$ cat config.mk
export PLATFORM = sky130hd
export DESIGN_NAME = seq_pattern_tx_flat
export DESIGN_NICKNAME = d
export VERILOG_FILES = /design/src/rtl/seq_pkg.sv /design/src/rtl/seq_pattern_tx_if.sv /design/src/rtl/seq_pattern_tx.sv /design/src/flat_wrapper.sv
export SDC_FILE = /design/constraint.sdc
export NUM_CORES = 1
export LEC_CHECK = 0
export ABC_CLOCK_PERIOD_IN_PS = 1970
export CORE_MARGIN = 2
export CORE_UTILIZATION = 48
export CTS_CLUSTER_DIAMETER = 200
export CTS_CLUSTER_SIZE = 28
export DETAILED_ROUTE_END_ITERATION = 12
export PLACE_DENSITY_LB_ADDON = 0.15
export RECOVER_POWER = 100
export SYNTH_ARGS = -nofsm -noshare
export SYNTH_HDL_FRONTEND = slang
export SYNTH_SLANG_ARGS = --single-unit
$ cat constraint.sdc
create_clock -name clk -period 1.97 [get_ports clk]
set_input_delay 0.591 -clock clk [delete_from_list [all_inputs] [get_ports clk]]
set_output_delay 0.591 -clock clk [all_outputs]
set_load 0.01 [all_outputs]
$ cat src/rtl/seq_pkg.sv
// seq_pkg: state encoding shared by the lab's serial transmitter and detector FSMs
package seq_pkg;
  localparam int STATE_W = 2;
  typedef enum logic [STATE_W-1:0] {
    S_IDLE  = 2'b00,
    S_SHIFT = 2'b01,
    S_GAP   = 2'b10
  } state_t;
endpackage

$ cat src/rtl/seq_pattern_tx_if.sv
// seq_pattern_tx_if: parallel load handshake plus serial output of the pattern transmitter
interface seq_pattern_tx_if #(parameter int WIDTH = 8);
  logic [WIDTH-1:0] data_in;
  logic load_valid;
  logic load_ready;
  logic bit_out;
  logic bit_valid;
  logic busy;
  logic done;
  modport master(output data_in, load_valid, input load_ready, bit_out, bit_valid, busy, done);
  modport slave(input data_in, load_valid, output load_ready, bit_out, bit_valid, busy, done);
endinterface

$ cat src/rtl/seq_pattern_tx.sv
// seq_pattern_tx: MSB-first serializer with valid/ready load and a zero-held inter-word gap
module seq_pattern_tx
  import seq_pkg::*;
#(
  parameter int WIDTH = 8,
  parameter int GAP = 2
) (
  input logic clk,
  input logic reset,
  seq_pattern_tx_if.slave bus
);
  localparam int CW = $clog2(WIDTH);
  localparam int GW = GAP > 0 ? $clog2(GAP + 1) : 1;
  localparam int GAP_INIT = GAP > 0 ? GAP - 1 : 0;
  state_t state, state_nx;
  logic [WIDTH-1:0] shift_reg;
  logic [CW-1:0] bit_cnt;
  logic [GW-1:0] gap_cnt;
  always_ff @(posedge clk) state <= reset ? S_IDLE : state_nx;
  always_comb begin
    state_nx = S_IDLE;
    case (state)
      S_IDLE: state_nx = bus.load_valid ? S_SHIFT : S_IDLE;
      S_SHIFT: state_nx = bit_cnt != '0 ? S_SHIFT : (GAP == 0 ? S_IDLE : S_GAP);
      S_GAP: state_nx = gap_cnt != '0 ? S_GAP : S_IDLE;
      default: state_nx = S_IDLE;
    endcase
  end
  // counters saturate at zero so the last-bit/last-gap cycle never wraps
  always_ff @(posedge clk) begin
    if (reset) begin
      shift_reg <= '0;
      bit_cnt <= '0;
      gap_cnt <= '0;
    end else begin
      case (state)
        S_IDLE: if (bus.load_valid) begin
          shift_reg <= bus.data_in;
          bit_cnt <= CW'(WIDTH - 1);
        end
        S_SHIFT: begin
          shift_reg <= {shift_reg[WIDTH-2:0], 1'b0};
          if (bit_cnt != '0) bit_cnt <= bit_cnt - 1'b1;
          else gap_cnt <= GW'(GAP_INIT);
        end
        S_GAP: if (gap_cnt != '0) gap_cnt <= gap_cnt - 1'b1;
        default: ;
      endcase
    end
  end
  always_comb begin
    bus.load_ready = state == S_IDLE;
    bus.busy = state == S_SHIFT || state == S_GAP;
    bus.bit_valid = state == S_SHIFT;
    bus.bit_out = state == S_SHIFT && shift_reg[WIDTH-1];
    bus.done = state == S_SHIFT && bit_cnt == '0;
  end
endmodule

$ cat src/flat_wrapper.sv
// flat-port wrapper written by rule: the top's interface ports become plain ports
module seq_pattern_tx_flat import seq_pkg::*;
#(
  parameter int WIDTH = 8,
  parameter int GAP = 2
)
  (clk, reset, bus_data_in, bus_load_valid, bus_load_ready, bus_bit_out, bus_bit_valid, bus_busy, bus_done);
  seq_pattern_tx_if #(.WIDTH(WIDTH)) bus_i ();
  input logic clk;
  input logic reset;
  input wire logic [$bits(bus_i.data_in)-1:0] bus_data_in;
  input wire logic [$bits(bus_i.load_valid)-1:0] bus_load_valid;
  output wire logic [$bits(bus_i.load_ready)-1:0] bus_load_ready;
  output wire logic [$bits(bus_i.bit_out)-1:0] bus_bit_out;
  output wire logic [$bits(bus_i.bit_valid)-1:0] bus_bit_valid;
  output wire logic [$bits(bus_i.busy)-1:0] bus_busy;
  output wire logic [$bits(bus_i.done)-1:0] bus_done;
  assign bus_i.data_in = bus_data_in;
  assign bus_i.load_valid = bus_load_valid;
  assign bus_load_ready = bus_i.load_ready;
  assign bus_bit_out = bus_i.bit_out;
  assign bus_bit_valid = bus_i.bit_valid;
  assign bus_busy = bus_i.busy;
  assign bus_done = bus_i.done;
  seq_pattern_tx #(.WIDTH(WIDTH), .GAP(GAP)) u_core (.clk(clk), .reset(reset), .bus(bus_i));
endmodule
---- After elaboration in Yosys (flattened, before gate mapping) ----
Cells that the tools add are included.
storage, ports and cells
  register bits after elaboration ......... 15
  input port bits ......................... 11
operators by class
  $add $sub $neg .......................... 2
  eq/ne operators ......................... 6
  multiplexer cells ....................... 12
  reductions and logical operators ........ 12
operator list
  operator                                                                 count
  8-bit case mux with 2 select lines                                       1
  2-bit 2-to-1 mux                                                         4
  8-bit 2-to-1 mux                                                         1
  3-bit 2-to-1 mux                                                         2
  2-bit case mux with 3 select lines                                       1
  3-bit case mux with 2 select lines                                       1
  3-bit AND reduction                                                      2
  2-bit nonzero test                                                       3
  2-bit by 1-bit inequality test with 1-bit output, second input constant  2
  2-bit inequality test, second input constant                             2
  2-bit case mux with 2 select lines                                       1
  3-bit logical NOT                                                        1
  3-bit nonzero test                                                       1
  3-bit by 1-bit subtractor with 3-bit output, second input constant       1
  2-bit by 1-bit == test with 1-bit output, second input constant          1
  2-bit == test, second input constant                                     1
  1-bit logical AND                                                        2
  2-bit logical NOT                                                        1
  2-bit AND reduction                                                      1
  2-bit by 1-bit subtractor with 2-bit output, second input constant       1
  1-bit logical OR                                                         1
  1-bit 2-to-1 mux                                                         1

---- Logic depth before layout (Yosys ltp) ----
Gate-level depths: netlist (run 1).
  word-level depth ........................ 3
  gate-level depth with buffers ........... 6
  mapped depth without buffers ............ 5

---- Least setup slack after synthesis (run 1) ----
OpenSTA, ideal clock, no wires.
  path kind ............................... reg2out
  start ................................... reg u_core.state[1]
  end ..................................... out bus_done
  data arrival time ....................... 0.947 ns
  required time ........................... 1.379 ns
  path slack .............................. 0.432 ns
  cell stages (with the launch flop) ...... 6
  path buffers ............................ 1
  path through ............................ dfxtp_1 -> inv_1 -> ha_1 -> clkbuf_2 -> nand3b_1 -> inv_1
on the way
  word-level cells in the longest chain between the ends .. 2
ends and longest elaborated chain
  what                                      line                  text
  start, declared                           seq_pattern_tx.sv:15  state_t state, state_nx;
  start signal, assigned                    seq_pattern_tx.sv:19  always_ff @(posedge clk) state <= reset ? S_IDLE : state_nx;
  2-bit by 1-bit == test with 1-bit output  seq_pattern_tx.sv:56  bus.done = state == S_SHIFT && bit_cnt == '0;
  1-bit logical AND                         seq_pattern_tx.sv:56
  end, declared                             flat_wrapper.sv:17    output wire logic [$bits(bus_i.done)-1:0] bus_done;
No other way between the ends.

---- Worst setup path in the final report (run 1) ----
  start ................................... reg u_core.state[1]
  end ..................................... out bus_bit_out
on the way
  word-level cells in the longest chain between the ends .. 2
ends and longest elaborated chain
  what                                      line                  text
  2-bit by 1-bit == test with 1-bit output  seq_pattern_tx.sv:55  bus.bit_out = state == S_SHIFT && shift_reg[WIDTH-1];
  1-bit logical AND                         seq_pattern_tx.sv:55
  end, declared                             flat_wrapper.sv:14    output wire logic [$bits(bus_i.bit_out)-1:0] bus_bit_out;
No other way between the ends.

==> results.sh, run 1 <==
export IMPL_cp_required_ps=1380
export IMPL_yosysWarnings=0
export IMPL_dpl_worst_slack_ps=23.9
export IMPL_cp_end_kind="output pin"
export IMPL_ys_top_cells_by_area="dfxtp_1 36%, ha_1 12%, mux2i_1 9.5%"
export IMPL_grt_busiest_layer="met2"
export IMPL_wl_per_cell_um=12.4
export IMPL_grt_overflow_total=0
export IMPL_critical_path_max_stage_delay_ps=370
export IMPL_maxSlewHeadroom=0.630
export IMPL_die_y_um=45.9
export IMPL_setup_viol=0
export IMPL_synth_area_um2=841
export IMPL_cts_tree="built"
export IMPL_synth_seq_cells=15
export IMPL_p_per_area_nw_per_um2=752
export IMPL_p_leak_nw=0.452
export IMPL_fin_crit_sh=0.956
export IMPL_met1_usage=0.200
export IMPL_finalWorstSetupSlack_ps=85.8
export IMPL_rows=15
export IMPL_mostFrequentLayoutCells="12 x dfxtp_1, 10 x inv_1, 9 x nor2_1, 9 x clkdlybuf4s50_1, 8 x mux2i_1"
export IMPL_port_buffers=15
export IMPL_maxSlewViolCount=0
export IMPL_die_w_um=45.9
export IMPL_p_total_w=0.000815
export IMPL_synth_distinct_cells=29
export IMPL_firstDrtPassIters=3
export IMPL_coreArea_um2=1690
export IMPL_regArea_um2=307
export IMPL_diodes=0
export IMPL_drt_iter0_markers=4
export IMPL_grt_pass1_vias=647
export IMPL_synth_edff_count=0
export IMPL_root_buffer="clkbuf_4"
export IMPL_use_met3=0.0397
export IMPL_fmax_ghz=0.531
export IMPL_dp_hpwl_um=1170
export IMPL_ys_flop_type="dfxtp_1"
export IMPL_path_cells="inv_4 > ha_4 > and2_0 > dlygate4sd2_1"
export IMPL_clock_latency_ps=280
export IMPL_syn_to_final_growth_pct=28.9
export IMPL_multi_input_area_um2=488
export IMPL_layout_commonest_cell="dfxtp_1"
export IMPL_cts_sinks=15
export IMPL_worstSetupStartpointType="flip-flop"
export IMPL_drive_gt1_frac=0.152
export IMPL_route_detailed_drc=0
export IMPL_worstMarginPinSlew_ps=555
export IMPL_path_clk_slew_ps=90
export IMPL_use_met2=0.283
export IMPL_numCtsBuffers=3
export IMPL_synth_cells=90
export IMPL_peakVddDrop_mv=0.443
export IMPL_synthArstFlopShare=0
export IMPL_h_tree_depth=1
export IMPL_grt_pass1_wl_um=2540
export IMPL_track_usage=0.170
export IMPL_drt_total_wl_um=1600
export IMPL_grt_max_degree=19
export IMPL_fillers=153
export IMPL_synth_seq_area_share=0.357
export IMPL_dieArea_um2=2100
export IMPL_start_util=0.498
export IMPL_critPathArrivalTime_ps=1290
export IMPL_final_nets=132
export IMPL_antenna_found_initial=0
export IMPL_worst_hold_slack_ps=459
export IMPL_synth_top_area_share=0.357
export IMPL_io_pins=16
export IMPL_skew_ps=0.564
export IMPL_via_per_inst=5.46
export IMPL_gp_congestion=0.759
export IMPL_clockBufferDepth=2
export IMPL_hold_path_class="flip-flop to flip-flop"
export IMPL_fin_crit_ps=1880
export IMPL_synth_fp_nets=109
export IMPL_status="complete, no violations"
export IMPL_yosys_area_top_type="dfxtp_1"
export IMPL_hold_viol=0
export IMPL_avgSynthCellArea_um2=9.34
export IMPL_crit_type="flip-flop to output pin"
export IMPL_vias=704
export IMPL_ant_nets=0
export IMPL_crit_fanout=5
export IMPL_cp_slowest_cell="dfxtp_2"
export IMPL_cap_violations=0
export IMPL_largest_register_ffs=8
area by class of cell:
type,count,share of cell area
Timing Repair Buffer,23,0.182
Inverter,11,0.0404
Tap cell,17,0.0196
Clock buffer,4,0.0242
Multi-Input combinational cell,59,0.450
Sequential cell,15,0.283
metrics by stage:
step                      instances  instance area [um2]  TNS (ps)  utilization
after floorplan                  90                  841         0            -
after CTS                       129                 1080         0        0.639
final                           129                 1080         0        0.641
after global placement          125                 1040         0        0.616
after global routing            129                 1080     -3.77        0.641
after detailed placement        125                 1040         0        0.616
final timing paths:
check | from | slack [ps] | depth (start not counted) | endpoint
max | u_core.state[1] | 90 | 4 | bus_bit_out
min | u_core.shift_reg[0] | 460 | 2 | u_core.shift_reg[0]
max reg2reg | u_core.state[1] | 160 | 6 | u_core.bit_cnt[1]
min reg2reg | u_core.shift_reg[0] | 460 | 2 | u_core.shift_reg[0]
per-layer routing:
| metal | routed length (um) | vias to the layer above | share of wire |
|---|---|---|---|
| met1 | 712 | 329 | 0.44 |
| met2 | 800 | 12 | 0.50 |
| li1 | - | 361 | - |
| met3 | 69 | 2 | 0.043 |
| met5 | 0 | - | 0 |
| met4 | 21 | 0 | 0.013 |
logic make-up after synthesis:
family	share of synthesized area
adder cells (fa/ha/maj)	0.119
flip-flops	0.357
multiplexers	0.113
buffers and inverters	0.0878
AO/OA/AOI/OAI	0.196
AND/OR/NAND/NOR	0.126
cells in the mapped netlist, drive strengths merged, types with 2 or more instances:
library cell / number
ha: 8
nor2: 9
nor3: 2
inv: 11
o21ai: 2
nand2b: 3
buf: 2
clkbuf: 3
a21oi: 5
a211oi: 8
dfxtp: 15
mux2i: 8
nand3b: 2
repair_timing:
item,CTS,global route
hold buffers,0,0
endpoints found under the setup margin,5,2
setup buffers,0,0
gates resized for setup,12,4
critical path, delay by kind of cell, from the launching register on:
kind | cells | cell delay, ps
fa+ha+maj | 1 | 170
buf+inv | 2 | 340
flops | 1 | 370
simple gates | 1 | 140
power by group:
group / internal (W) / switching (W) / total [W]
Combinational: 0.000135 / 0.000133 / 0.000269
Sequential: 0.000344 / 0.0000251 / 0.000369
Clock: 0.0000787 / 0.0000987 / 0.000177
Power figures use the tool's default switching activity.
==> run 2, diff against run 1 <==
- ABC_CLOCK_PERIOD_IN_PS: 1970 -> 2200
- clock period: 1.97 -> 2.2 ns (I/O delays scaled with it)
==> run 2 against run 1 <==
Register-to-register slack better by 210 ps. First-iteration DRC count increased by 50%. Highest routed layer unchanged. Count of clock-buffer cells in the layout unchanged. Sequential power shrank 11%. Global-route usage rose by 0.89 points. Final cell count shrank 1.6%. Critical path depth fell by 1. Via count shrank 2.0%. Non-clock buffer count is 2 lower. Worst setup slack got worse by 3.6 ps. Largest power group unchanged. Critical path type unchanged.
==> results.sh, run 2 (synthesized netlist as in run 1, its figures left out) <==
export IMPL_status="complete, no violations"
export IMPL_mostFrequentLayoutCells="14 x dfxtp_1, 10 x inv_1, 10 x clkdlybuf4s50_1"
export IMPL_hold_path_class="flip-flop to flip-flop"
export IMPL_crit_fanout=3
export IMPL_port_buffers=15
export IMPL_worstSetupStartpointType="flip-flop"
export IMPL_dpl_worst_slack_ps=121
export IMPL_p_total_w=0.000727
export IMPL_setup_viol=0
export IMPL_h_tree_depth=1
export IMPL_hold_viol=0
export IMPL_cts_tree="built"
export IMPL_drive_gt1_frac=0.118
export IMPL_dieArea_um2=2100
export IMPL_p_leak_nw=0.445
export IMPL_io_pins=16
export IMPL_final_nets=130
export IMPL_hold_buffers=0
export IMPL_numCtsBuffers=3
export IMPL_worstMarginPinSlew_ps=543
export IMPL_crit_type="flip-flop to output pin"
export IMPL_grt_overflow_total=0
export IMPL_ant_nets=0
export IMPL_drt_total_wl_um=1570
export IMPL_fin_crit_ps=2120
export IMPL_fin_cells=127
export IMPL_rsz0062_at_grt="false"
export IMPL_skew_ps=2.39
export IMPL_antenna_found_initial=0
export IMPL_tns_ps=0
export IMPL_drt_iter0_markers=6
export IMPL_postLayoutCellArea_um2=1050
export IMPL_dp_cells=123
export IMPL_largest_register_ffs=8
export IMPL_root_buffer="clkbuf_4"
export IMPL_gp_congestion=0.745
export IMPL_grt_pass1_vias=655
export IMPL_maxSlewViolCount=0
export IMPL_clockBufferDepth=2
export IMPL_fin_crit_sh=0.963
export IMPL_cp_required_ps=1540
export IMPL_fmax_ghz=0.472
export IMPL_wl_per_cell_um=12.3
export IMPL_dp_hpwl_um=1160
export IMPL_critPathArrivalTime_ps=1460
export IMPL_cap_violations=0
export IMPL_route_detailed_drc=0
export IMPL_syn_to_final_growth_pct=25.3
export IMPL_post_cts_buffers=0
export IMPL_clock_latency_ps=290
export IMPL_grt_max_degree=19
export IMPL_finalWorstSetupSlack_ps=82.2
export IMPL_cp_end_kind="output pin"
export IMPL_path_clk_slew_ps=90
export IMPL_diodes=0
export IMPL_firstDrtPassIters=3
export IMPL_start_util=0.498
export IMPL_grt_pass1_wl_um=2690
export IMPL_vias=690
export IMPL_peakVddDrop_mv=0.396
export IMPL_track_usage=0.179
export IMPL_via_per_inst=5.43
export IMPL_cts_sinks=15
export IMPL_layout_commonest_cell="dfxtp_1"
export IMPL_p_per_area_nw_per_um2=690
export IMPL_maxSlewHeadroom=0.638
export IMPL_rows=15
export IMPL_coreArea_um2=1690
export IMPL_die_w_um=45.9
export IMPL_placed_area_um2=1020
export IMPL_die_y_um=45.9
==> run 2: layout make-up <==
| class | count | area, um2 |
|---|---|---|
| Multi-Input combinational cell | 59 | 475 |
| Timing Repair Buffer | 21 | 188 |
| Inverter | 11 | 41.3 |
| Clock buffer | 4 | 26.3 |
| Tap cell | 17 | 21.3 |
| Sequential cell | 15 | 302 |
| Fill cell | 159 | 636 |
==> run 2: worst paths after layout <==
kind	cells past startpoint	to	slack [ps]	start
worst min-delay path	2	u_core.shift_reg[0]	470	u_core.shift_reg[0]
worst max register to register	6	u_core.bit_cnt[1]	370	u_core.state[1]
worst min register to register	2	u_core.shift_reg[0]	470	u_core.shift_reg[0]
worst max-delay path	3	bus_bit_valid	80	u_core.state[1]
==> run 2: metal layers <==
metal / share of wire / GRT usage
met5: 0 / 0
met1: 0.46 / 0.209
met2: 0.47 / 0.294
met4: 0.013 / 0.0686
met3: 0.050 / 0.0635
==> run 2: power by group <==
part | total, W | internal, W | switching (W)
clock | 0.000162 | 0.0000707 | 0.0000917
sequential | 0.000329 | 0.000307 | 0.0000219
combinational | 0.000236 | 0.000117 | 0.000119
==> run 2: through the flow <==
| step | utilization | hold slack, ps |
|---|---|---|
| floorplan | - | 432 |
| global placement | 0.607 | 443 |
| detailed placement | 0.607 | 455 |
| CTS | 0.628 | 467 |
| global route | 0.624 | 502 |
| finish | 0.624 | 468 |
==> run 2: timing repair <==
item | in CTS | in global routing
endpoints found under the setup margin | 3 | 0
resized for setup | 7 | 0
endpoints found under the hold margin | 0 | 0
==> run 2: worst max-delay path, stage by stage, from the launching register on <==
cell             delay, ps
dfxtp_1                340
inv_2                  100
ha_1                   180
clkdlybuf4s50_1        540
==> run 3, diff against run 2 <==
- CTS_CLUSTER_SIZE: 28 -> unset
- TNS_END_PERCENT: unset -> 10
==> results of run 3 <==
Same layout as run 2: the final DEF is identical, and so are final timing and power.
